$ cat config.mk
export PLATFORM = sky130hd
export DESIGN_NAME = uart_rx_fifo
export DESIGN_NICKNAME = d
export VERILOG_FILES = /design/src/rtl/uart_rx_fifo_pkg.sv /design/src/rtl/uart_fifo.sv /design/src/rtl/uart_rx_fifo.sv
export SDC_FILE = /design/constraint.sdc
export NUM_CORES = 1
export LEC_CHECK = 0
export CAP_MARGIN = 20
export CORE_UTILIZATION = 59
export DETAILED_ROUTE_END_ITERATION = 16
export HOLD_SLACK_MARGIN = 0.06
export MAX_ROUTING_LAYER = met4
export PLACE_DENSITY = 0.81
export SLEW_MARGIN = 10
export SYNTH_ARGS = -nofsm -noshare
export SYNTH_HDL_FRONTEND = slang
export SYNTH_SLANG_ARGS = --single-unit
$ cat constraint.sdc
create_clock -name clock -period 2.5 [get_ports clock]
set_input_delay 0.5 -clock clock [delete_from_list [all_inputs] [get_ports clock]]
set_output_delay 0.5 -clock clock [all_outputs]
set_load 0.03 [all_outputs]
$ cat src/rtl/uart_rx_fifo_pkg.sv
// Shared constants, FSM state encoding and sizing helper for the UART receiver.
package uart_rx_fifo_pkg;

  localparam int unsigned PARITY_NONE = 0;
  localparam int unsigned PARITY_ODD  = 1;
  localparam int unsigned PARITY_EVEN = 2;

  typedef logic [2:0] state_t;

  localparam state_t IDLE   = 3'd0;
  localparam state_t START  = 3'd1;
  localparam state_t DATA   = 3'd2;
  localparam state_t PARITY = 3'd3;
  localparam state_t STOP   = 3'd4;

  // Smallest n with 2**n >= value.
  function automatic int unsigned clog2(input int unsigned value);
    int unsigned result;
    result = 0;
    while ((32'd1 << result) < value) begin
      result++;
    end
    return result;
  endfunction

endpackage

$ cat src/rtl/uart_fifo.sv
// First-word fall-through FIFO with extra-MSB pointers for full/empty detection.
module uart_fifo
  import uart_rx_fifo_pkg::*;
#(
  parameter int unsigned WIDTH = 8,
  parameter int unsigned DEPTH = 4
) (
  input  logic             clk_i,
  input  logic             rst_ni,
  input  logic             wr_i,
  input  logic [WIDTH-1:0] wdata_i,
  input  logic             rd_i,
  output logic             empty_o,
  output logic             full_o,
  output logic             drop_o,
  output logic [WIDTH-1:0] rdata_o
);

  localparam int unsigned AW = clog2(DEPTH);

  logic [AW:0]      wr_ptr_q, rd_ptr_q;
  logic [WIDTH-1:0] mem_q [DEPTH];
  logic             do_rd, do_wr;

  assign empty_o = (wr_ptr_q == rd_ptr_q);
  assign full_o  = (wr_ptr_q[AW] != rd_ptr_q[AW]) && (wr_ptr_q[AW-1:0] == rd_ptr_q[AW-1:0]);
  assign do_rd   = rd_i & ~empty_o;
  // A read in the same cycle frees the slot, so a write while full still lands.
  assign do_wr   = wr_i & (~full_o | do_rd);
  assign drop_o  = wr_i & ~do_wr;
  assign rdata_o = empty_o ? '0 : mem_q[rd_ptr_q[AW-1:0]];

  always_ff @(posedge clk_i or negedge rst_ni) begin
    if (!rst_ni) begin
      wr_ptr_q <= '0;
      rd_ptr_q <= '0;
    end else begin
      if (do_wr) wr_ptr_q <= wr_ptr_q + (AW+1)'(1);
      if (do_rd) rd_ptr_q <= rd_ptr_q + (AW+1)'(1);
    end
  end

  always_ff @(posedge clk_i) begin
    if (do_wr) mem_q[wr_ptr_q[AW-1:0]] <= wdata_i;
  end

endmodule

$ cat src/rtl/uart_rx_fifo.sv
// UART receiver with configurable framing, error pulses and a buffered receive FIFO.
module uart_rx_fifo
  import uart_rx_fifo_pkg::*;
#(
  parameter int unsigned CLOCKS_PER_BIT = 87,
  parameter int unsigned DATA_BITS      = 8,
  parameter int unsigned PARITY_MODE    = 0,
  parameter int unsigned STOP_BITS      = 1,
  parameter int unsigned FIFO_DEPTH     = 4
) (
  input  logic                 clock,
  input  logic                 reset_n,
  input  logic                 incoming_bit,
  input  logic                 read_data,
  input  logic                 clear_errors,
  output logic                 has_data,
  output logic [DATA_BITS-1:0] data_received,
  output logic                 fifo_full,
  output logic                 frame_error,
  output logic                 parity_error,
  output logic                 overrun
);

  localparam int unsigned CW = clog2(CLOCKS_PER_BIT);
  localparam int unsigned BW = clog2(DATA_BITS + 1);
  localparam logic [CW-1:0] BIT_LAST  = CW'(CLOCKS_PER_BIT - 1);
  localparam logic [CW-1:0] BIT_MID   = CW'((CLOCKS_PER_BIT - 1) / 2);
  localparam logic [BW-1:0] DATA_LAST = BW'(DATA_BITS - 1);
  localparam logic [BW-1:0] STOP_LAST = BW'(STOP_BITS - 1);

  logic                 sync1_q, sync2_q;
  state_t               state_q, state_d;
  logic [CW-1:0]        cnt_q, cnt_d;
  logic [BW-1:0]        idx_q, idx_d;
  logic [DATA_BITS-1:0] shift_q, shift_d;
  logic                 par_q, par_d;
  logic                 ferr_q, ferr_d;
  logic                 wr_q, wr_d;
  logic                 frame_err_q, frame_err_d;
  logic                 parity_err_q, parity_err_d;
  logic                 overrun_q, overrun_d;
  logic                 bit_tick, ferr_now, par_x, par_bad;
  logic                 fifo_empty, fifo_drop;

  assign bit_tick = (cnt_q == BIT_LAST);
  assign ferr_now = ferr_q | ~sync2_q;
  assign par_x    = (^shift_q) ^ par_q;
  assign par_bad  = (PARITY_MODE == PARITY_ODD)  ? ~par_x :
                    (PARITY_MODE == PARITY_EVEN) ?  par_x : 1'b0;

  always_comb begin
    state_d      = state_q;
    cnt_d        = cnt_q;
    idx_d        = idx_q;
    shift_d      = shift_q;
    par_d        = par_q;
    ferr_d       = ferr_q;
    wr_d         = 1'b0;
    frame_err_d  = 1'b0;
    parity_err_d = 1'b0;
    case (state_q)
      IDLE: begin
        cnt_d  = '0;
        idx_d  = '0;
        ferr_d = 1'b0;
        if (!sync2_q) state_d = START;
      end
      START: begin
        if (cnt_q == BIT_MID) begin
          cnt_d   = '0;
          state_d = sync2_q ? IDLE : DATA;
        end else begin
          cnt_d = cnt_q + CW'(1);
        end
      end
      DATA: begin
        if (bit_tick) begin
          cnt_d   = '0;
          shift_d = {sync2_q, shift_q[DATA_BITS-1:1]};
          if (idx_q == DATA_LAST) begin
            idx_d   = '0;
            state_d = (PARITY_MODE != PARITY_NONE) ? PARITY : STOP;
          end else begin
            idx_d = idx_q + BW'(1);
          end
        end else begin
          cnt_d = cnt_q + CW'(1);
        end
      end
      PARITY: begin
        if (bit_tick) begin
          cnt_d   = '0;
          par_d   = sync2_q;
          state_d = STOP;
        end else begin
          cnt_d = cnt_q + CW'(1);
        end
      end
      STOP: begin
        if (bit_tick) begin
          cnt_d  = '0;
          ferr_d = ferr_now;
          if (idx_q == STOP_LAST) begin
            // Frame error outranks parity; only a clean frame reaches the FIFO.
            idx_d        = '0;
            state_d      = IDLE;
            frame_err_d  = ferr_now;
            parity_err_d = ~ferr_now & par_bad;
            wr_d         = ~ferr_now & ~par_bad;
          end else begin
            idx_d = idx_q + BW'(1);
          end
        end else begin
          cnt_d = cnt_q + CW'(1);
        end
      end
      default: state_d = IDLE;
    endcase
  end

  always_comb begin
    overrun_d = overrun_q;
    if (fifo_drop)         overrun_d = 1'b1;
    else if (clear_errors) overrun_d = 1'b0;
  end

  always_ff @(posedge clock or negedge reset_n) begin
    if (!reset_n) begin
      sync1_q      <= 1'b1;
      sync2_q      <= 1'b1;
      state_q      <= IDLE;
      cnt_q        <= '0;
      idx_q        <= '0;
      shift_q      <= '0;
      par_q        <= 1'b0;
      ferr_q       <= 1'b0;
      wr_q         <= 1'b0;
      frame_err_q  <= 1'b0;
      parity_err_q <= 1'b0;
      overrun_q    <= 1'b0;
    end else begin
      sync1_q      <= incoming_bit;
      sync2_q      <= sync1_q;
      state_q      <= state_d;
      cnt_q        <= cnt_d;
      idx_q        <= idx_d;
      shift_q      <= shift_d;
      par_q        <= par_d;
      ferr_q       <= ferr_d;
      wr_q         <= wr_d;
      frame_err_q  <= frame_err_d;
      parity_err_q <= parity_err_d;
      overrun_q    <= overrun_d;
    end
  end

  uart_fifo #(
    .WIDTH (DATA_BITS),
    .DEPTH (FIFO_DEPTH)
  ) u_fifo (
    .clk_i   (clock),
    .rst_ni  (reset_n),
    .wr_i    (wr_q),
    .wdata_i (shift_q),
    .rd_i    (read_data),
    .empty_o (fifo_empty),
    .full_o  (fifo_full),
    .drop_o  (fifo_drop),
    .rdata_o (data_received)
  );

  assign has_data     = ~fifo_empty;
  assign frame_error  = frame_err_q;
  assign parity_error = parity_err_q;
  assign overrun      = overrun_q;

endmodule

* Word-level counts from Yosys, hierarchy flattened *
Memory sizes are Yosys's and may differ from the RTL's.
Index checks and enable logic that the tools add are counted.

cells by class
  bitwise logic cells = 10
  $add $sub $neg = 4
  reductions and logical operators = 12
  equality and inequality tests = 17
  muxes and demuxes = 30

operator list
  kind                 count
  $mux 3               7
  $pmux 7 s3           1
  $mux 4               4
  $pmux 3 s5           1
  $mux 7               2
  $ne 2x2->1 const B   7
  $pmux 4 s3           1
  $mux 1               11
  $mux 8               1
  $add 7x1->7 const B  1
  $eq 7x6->1 const B   1
  $eq 7x7->1 const B   1
  $reduce_and 7->1     1
  $add 3x1->3 const B  2
  $eq 3x2->1 const B   2
  $reduce_bool 3->1    2
  $not 1->1            5
  $add 4x1->4 const B  1
  $eq 4x3->1 const B   1
  $logic_not 4->1      1
  $reduce_and 2->1     2
  $reduce_bool 2->1    2
  $and 1x1->1          3
  $eq 3x1->1 const B   1
  other kinds (11)     12

storage, ports and cells
  input bits = 5
  output and inout bits = 13
  RAM bits = 32
  word-level logic and storage cells = 86
  memories kept = 1
  register bits = 34

memories
  memory        words  bits a word  rd ports  clocked after memory_dff  write ports  line             RTL
  u_fifo.mem_q  4      8            1         0                         1            uart_fifo.sv:22  logic [WIDTH-1:0] mem_q [DEPTH];

* Depth between registers and ports, before layout *
  depth after elaboration = 8
  gate-level depth with buffers = 7
  gate-level depth less buffers = 6

* Hierarchy *
A second synthesis with hierarchy kept.

second synthesis, totals
  cells, all modules = 228
  area total of the unflattened synthesis = 3168.0 µm²

by module, submodules not included
  module        cells each  area an instance (µm²)  times used  sequential area each (µm²)
  uart_fifo     89          1650.3                  1           1111.1
  uart_rx_fifo  139         1517.7                  1           703.2

* Worst setup path before layout *
No wires, ideal clock.

  path kind = register -> output
  start = register u_fifo.rd_ptr_q[0]
  end = output data_received[0]
  slack = 371 ps
  data arrival time = 1629 ps
  required time = 2000 ps
  cell stages (with the launch flop) = 6
  path buffers = 2
  path through = dfrtp_1 > buf_2 > xnor2_1 > nand3b_1 > clkbuf_1 > and2_1

on the way
  longest elaborated chain between the ends = 2
  elaborated cells between the ends (all ways) = 3
  those cells by class = eq/ne: 1; mux: 1; memory: 1

RTL lines
  item                                              line                RTL
  start, declared                                   uart_fifo.sv:21     logic [AW:0] wr_ptr_q, rd_ptr_q;
  start signal, assigned                            uart_fifo.sv:39     if (do_rd) rd_ptr_q <= rd_ptr_q + (AW+1)'(1);
  $mem_v2 4x8 / $eq 3x3->1 (equally long branches)  --
  $mux 8 *                                          uart_fifo.sv:31     assign rdata_o = empty_o ? '0 : mem_q[rd_ptr_q[AW-1:0]];
  end, declared                                     uart_rx_fifo.sv:17  output logic [DATA_BITS-1:0] data_received,

Mark *: on every way between the ends. The rest lies on a longest branch, timed or not.

* Worst setup path in the final report *
  start = register u_fifo.rd_ptr_q[0]
  end = output data_received[1]

Same word-level chain as after synthesis.

==> impl_metrics.env <==
export IMPL_status="finished, final reports clean"
export IMPL_wl_um=5050
export IMPL_max_freq_ghz=0.426
export IMPL_cts_buffer_depth=2
export IMPL_use_met3_pct=5.90
export IMPL_hold_violations=0
export IMPL_yosys_top_cells_area="edfxtp_1 (32%), dfrtp_1 (26%), mux4_2 (5.9%)"
export IMPL_drv_slew=0
export IMPL_period_minus_slack_ns=2.35
export IMPL_yosysTopAreaCell="edfxtp_1"
export IMPL_end_kind="output port"
export IMPL_final_cells=324
export IMPL_fin_crit_sh_pct=93.8
export IMPL_cts_sinks=66
export IMPL_fin_area_mm2=0.00353
export IMPL_core_mm2=0.00485
export IMPL_ys_seq_area_share_pct=59.5
export IMPL_crit_type="reg2out"
export IMPL_cpMostUsedCell="buf_4"
export IMPL_drc=0
export IMPL_worstPathRequired_ns=2.00
export IMPL_die_area_mm2=0.00546
export IMPL_row_count=25
export IMPL_powerDensity_mw_per_mm2=661
export IMPL_hpwl_um=3410
export IMPL_grt_use_total_pct=21.9
export IMPL_slowest_delay_ns=0.51
export IMPL_met1_usage_pct=27.4
export IMPL_dp_cells=308
export IMPL_leakagePower_uw=0.00160
export IMPL_cts_setup_buffers=0
export IMPL_wl_per_cell_um=15.6
export IMPL_grt_use_met2_pct=34.2
export IMPL_tns_ns=0
export IMPL_yosys_warnings=0
export IMPL_io_pins=18
export IMPL_rsz0062_at_grt="no"
export IMPL_grt_overflow=0
export IMPL_async_reset_ff_share_pct=51.5
export IMPL_start_util_pct=62.9
export IMPL_whs_ns=0.358
export IMPL_drt_first_pass_iters=4
export IMPL_place_congestion=0.835
export IMPL_synth_nets=240
export IMPL_crit_buf_inv=2
export IMPL_cp_max_fo=8
export IMPL_grt_pass1_vias=1744
export IMPL_arrival_ns=1.85
export IMPL_vias_per_cell=5.52
export IMPL_path_clk_slew_ns=0.07
export IMPL_netlist_area_mm2=0.00305
export IMPL_final_layout_size_suffix_gt1_share_pct=21.4
export IMPL_ir_worst_vdd_mv=0.457
export IMPL_synthCells=226
export IMPL_area_growth_pct=15.7
export IMPL_busiest_layer="met2"
export IMPL_slowest_stage="mux4_2"
export IMPL_cts_tree="yes"
export IMPL_final_cell_mix="dfrtp_1 (32), edfxtp_1 (32), nor2_1 (20)"
export IMPL_die_x_um=73.9
export IMPL_clkLatencyLatePin_ns=0.33
export IMPL_path_cells="buf_4, mux4_2, and2_1, buf_4"
export IMPL_htree_levels=3
export IMPL_root_buffer="clkbuf_8"
export IMPL_avgSynthCellArea_um2=13.5
export IMPL_drt_initial_drc_count=127
export IMPL_die_h_um=73.9
export IMPL_cap_violations=0
export IMPL_cp_top_family="multiplexers"
export IMPL_io_buffers=16
export IMPL_num_antenna_cells=0
export IMPL_n_fill_cell=322
export IMPL_finClkSkew_ns=0.00585
export IMPL_cts_made_buffers=9
export IMPL_antenna_found_initial=0
export IMPL_ys_seq_elements=66
export IMPL_place_area_mm2=0.00328
export IMPL_num_vias=1788
export IMPL_yosys_most_used_dff="edfxtp_1"
export IMPL_synth_cell_types=54
export IMPL_synth_top_area_share_pct=31.5
export IMPL_ant_nets=0
export IMPL_min_path_type="reg2reg"
export IMPL_start_kind="flip-flop"
export IMPL_grt_pass1_wl_um=8340
export IMPL_synth_edf_count=32
export IMPL_setup_viol=0
export IMPL_slew_headroom_pct=51.1
export IMPL_grt_max_degree=35
export IMPL_num_nets_final=266
export IMPL_max_slew_worst_pin_slew_ns=0.732
[path summary, 6_finish.rpt]
| path | from | end | slack (ns) | cells past startpoint |
|---|---|---|---|---|
| max reg2reg | cnt_q[0] | shift_q[6] | 0.42 | 5 |
| min | sync1_q | sync2_q | 0.36 | 0 |
| min in group asynchronous | reset_n | cnt_q[6] | 0.57 | 2 |
| max | u_fifo.rd_ptr_q[0] | data_received[1] | 0.15 | 4 |
| max in group asynchronous | reset_n | sync2_q | 1.59 | 2 |
| min reg2reg | sync1_q | sync2_q | 0.36 | 0 |
[layer usage]
metal | up-vias | part of all wire [%]
met4 | 0 | 1.2
met2 | 26 | 50
met3 | 9 | 2.5
li1 | 870 | -
met1 | 883 | 46
met5 | - | 0
[cell usage after synthesis, types with 3 or more instances]
cell / instances
mux2_4: 7
mux4_2: 8
inv_1: 15
nand3_1: 4
nand4_1: 3
or2_2: 3
nor2_1: 20
ha_1: 9
clkbuf_1: 3
and3_1: 4
o211ai_1: 3
and2_1: 8
xnor2_1: 7
edfxtp_1: 32
xor2_1: 6
dfrtp_1: 32
nand2_1: 7
o21ai_0: 8
[stage by stage]
stage	worst slack [ns]	power, µW	utilization [%]
finish	0.154	2330	72.8
global route	0.0483	2410	72.8
CTS	0.0653	2350	72.7
detailed placement	0.345	1260	67.6
global placement	0.347	1260	67.6
floorplan	0.371	1230	-
[state kept, by name, indices dropped and copies added (netlist names)]
register / count
cnt_q: 7
shift_q: 8
idx_q: 4
u_fifo.wr_ptr_q: 3
state_q: 3
sync1_q: 1
sync2_q: 1
wr_q: 1
overrun: 1
ferr_q: 1
u_fifo.rd_ptr_q: 3
frame_error: 1
u_fifo.mem_q: 32
[repair_timing]
item	4_1_cts	5_1_grt
hold buffers	0	0
gates resized for setup	1	1
pin swaps	0	0
endpoints found under the setup margin	1	1
[cell type report]
class	count	area, µm²	share of cell area (%)
sequential	66	1810	51.4
multi-input combinational	137	1130	32.0
clock inverter	7	125	3.55
inverter	15	56.3	1.60
timing repair buffer	23	196	5.57
tap	67	83.8	2.38
clock buffer	9	124	3.51
[power breakdown]
group	internal (µW)	total, µW	switching, µW
registers	1140	1150	12.1
clock network	671	1090	421
logic	34.2	86.4	52.1
[kinds of logic (layout without fill, tap and decap cells)]
logic type,after synthesis,after routing,synth area share (%)
simple gates,67,67,12.3
flops,66,66,59.5
compound gates,28,28,6.36
buf+inv,23,54,3.53
mux,19,19,10.7
xor+xnor,13,13,3.73
fa+ha+maj,9,9,3.69
other cells,1,1,0.123
Note: power is estimated with default switching activity, not from simulation.
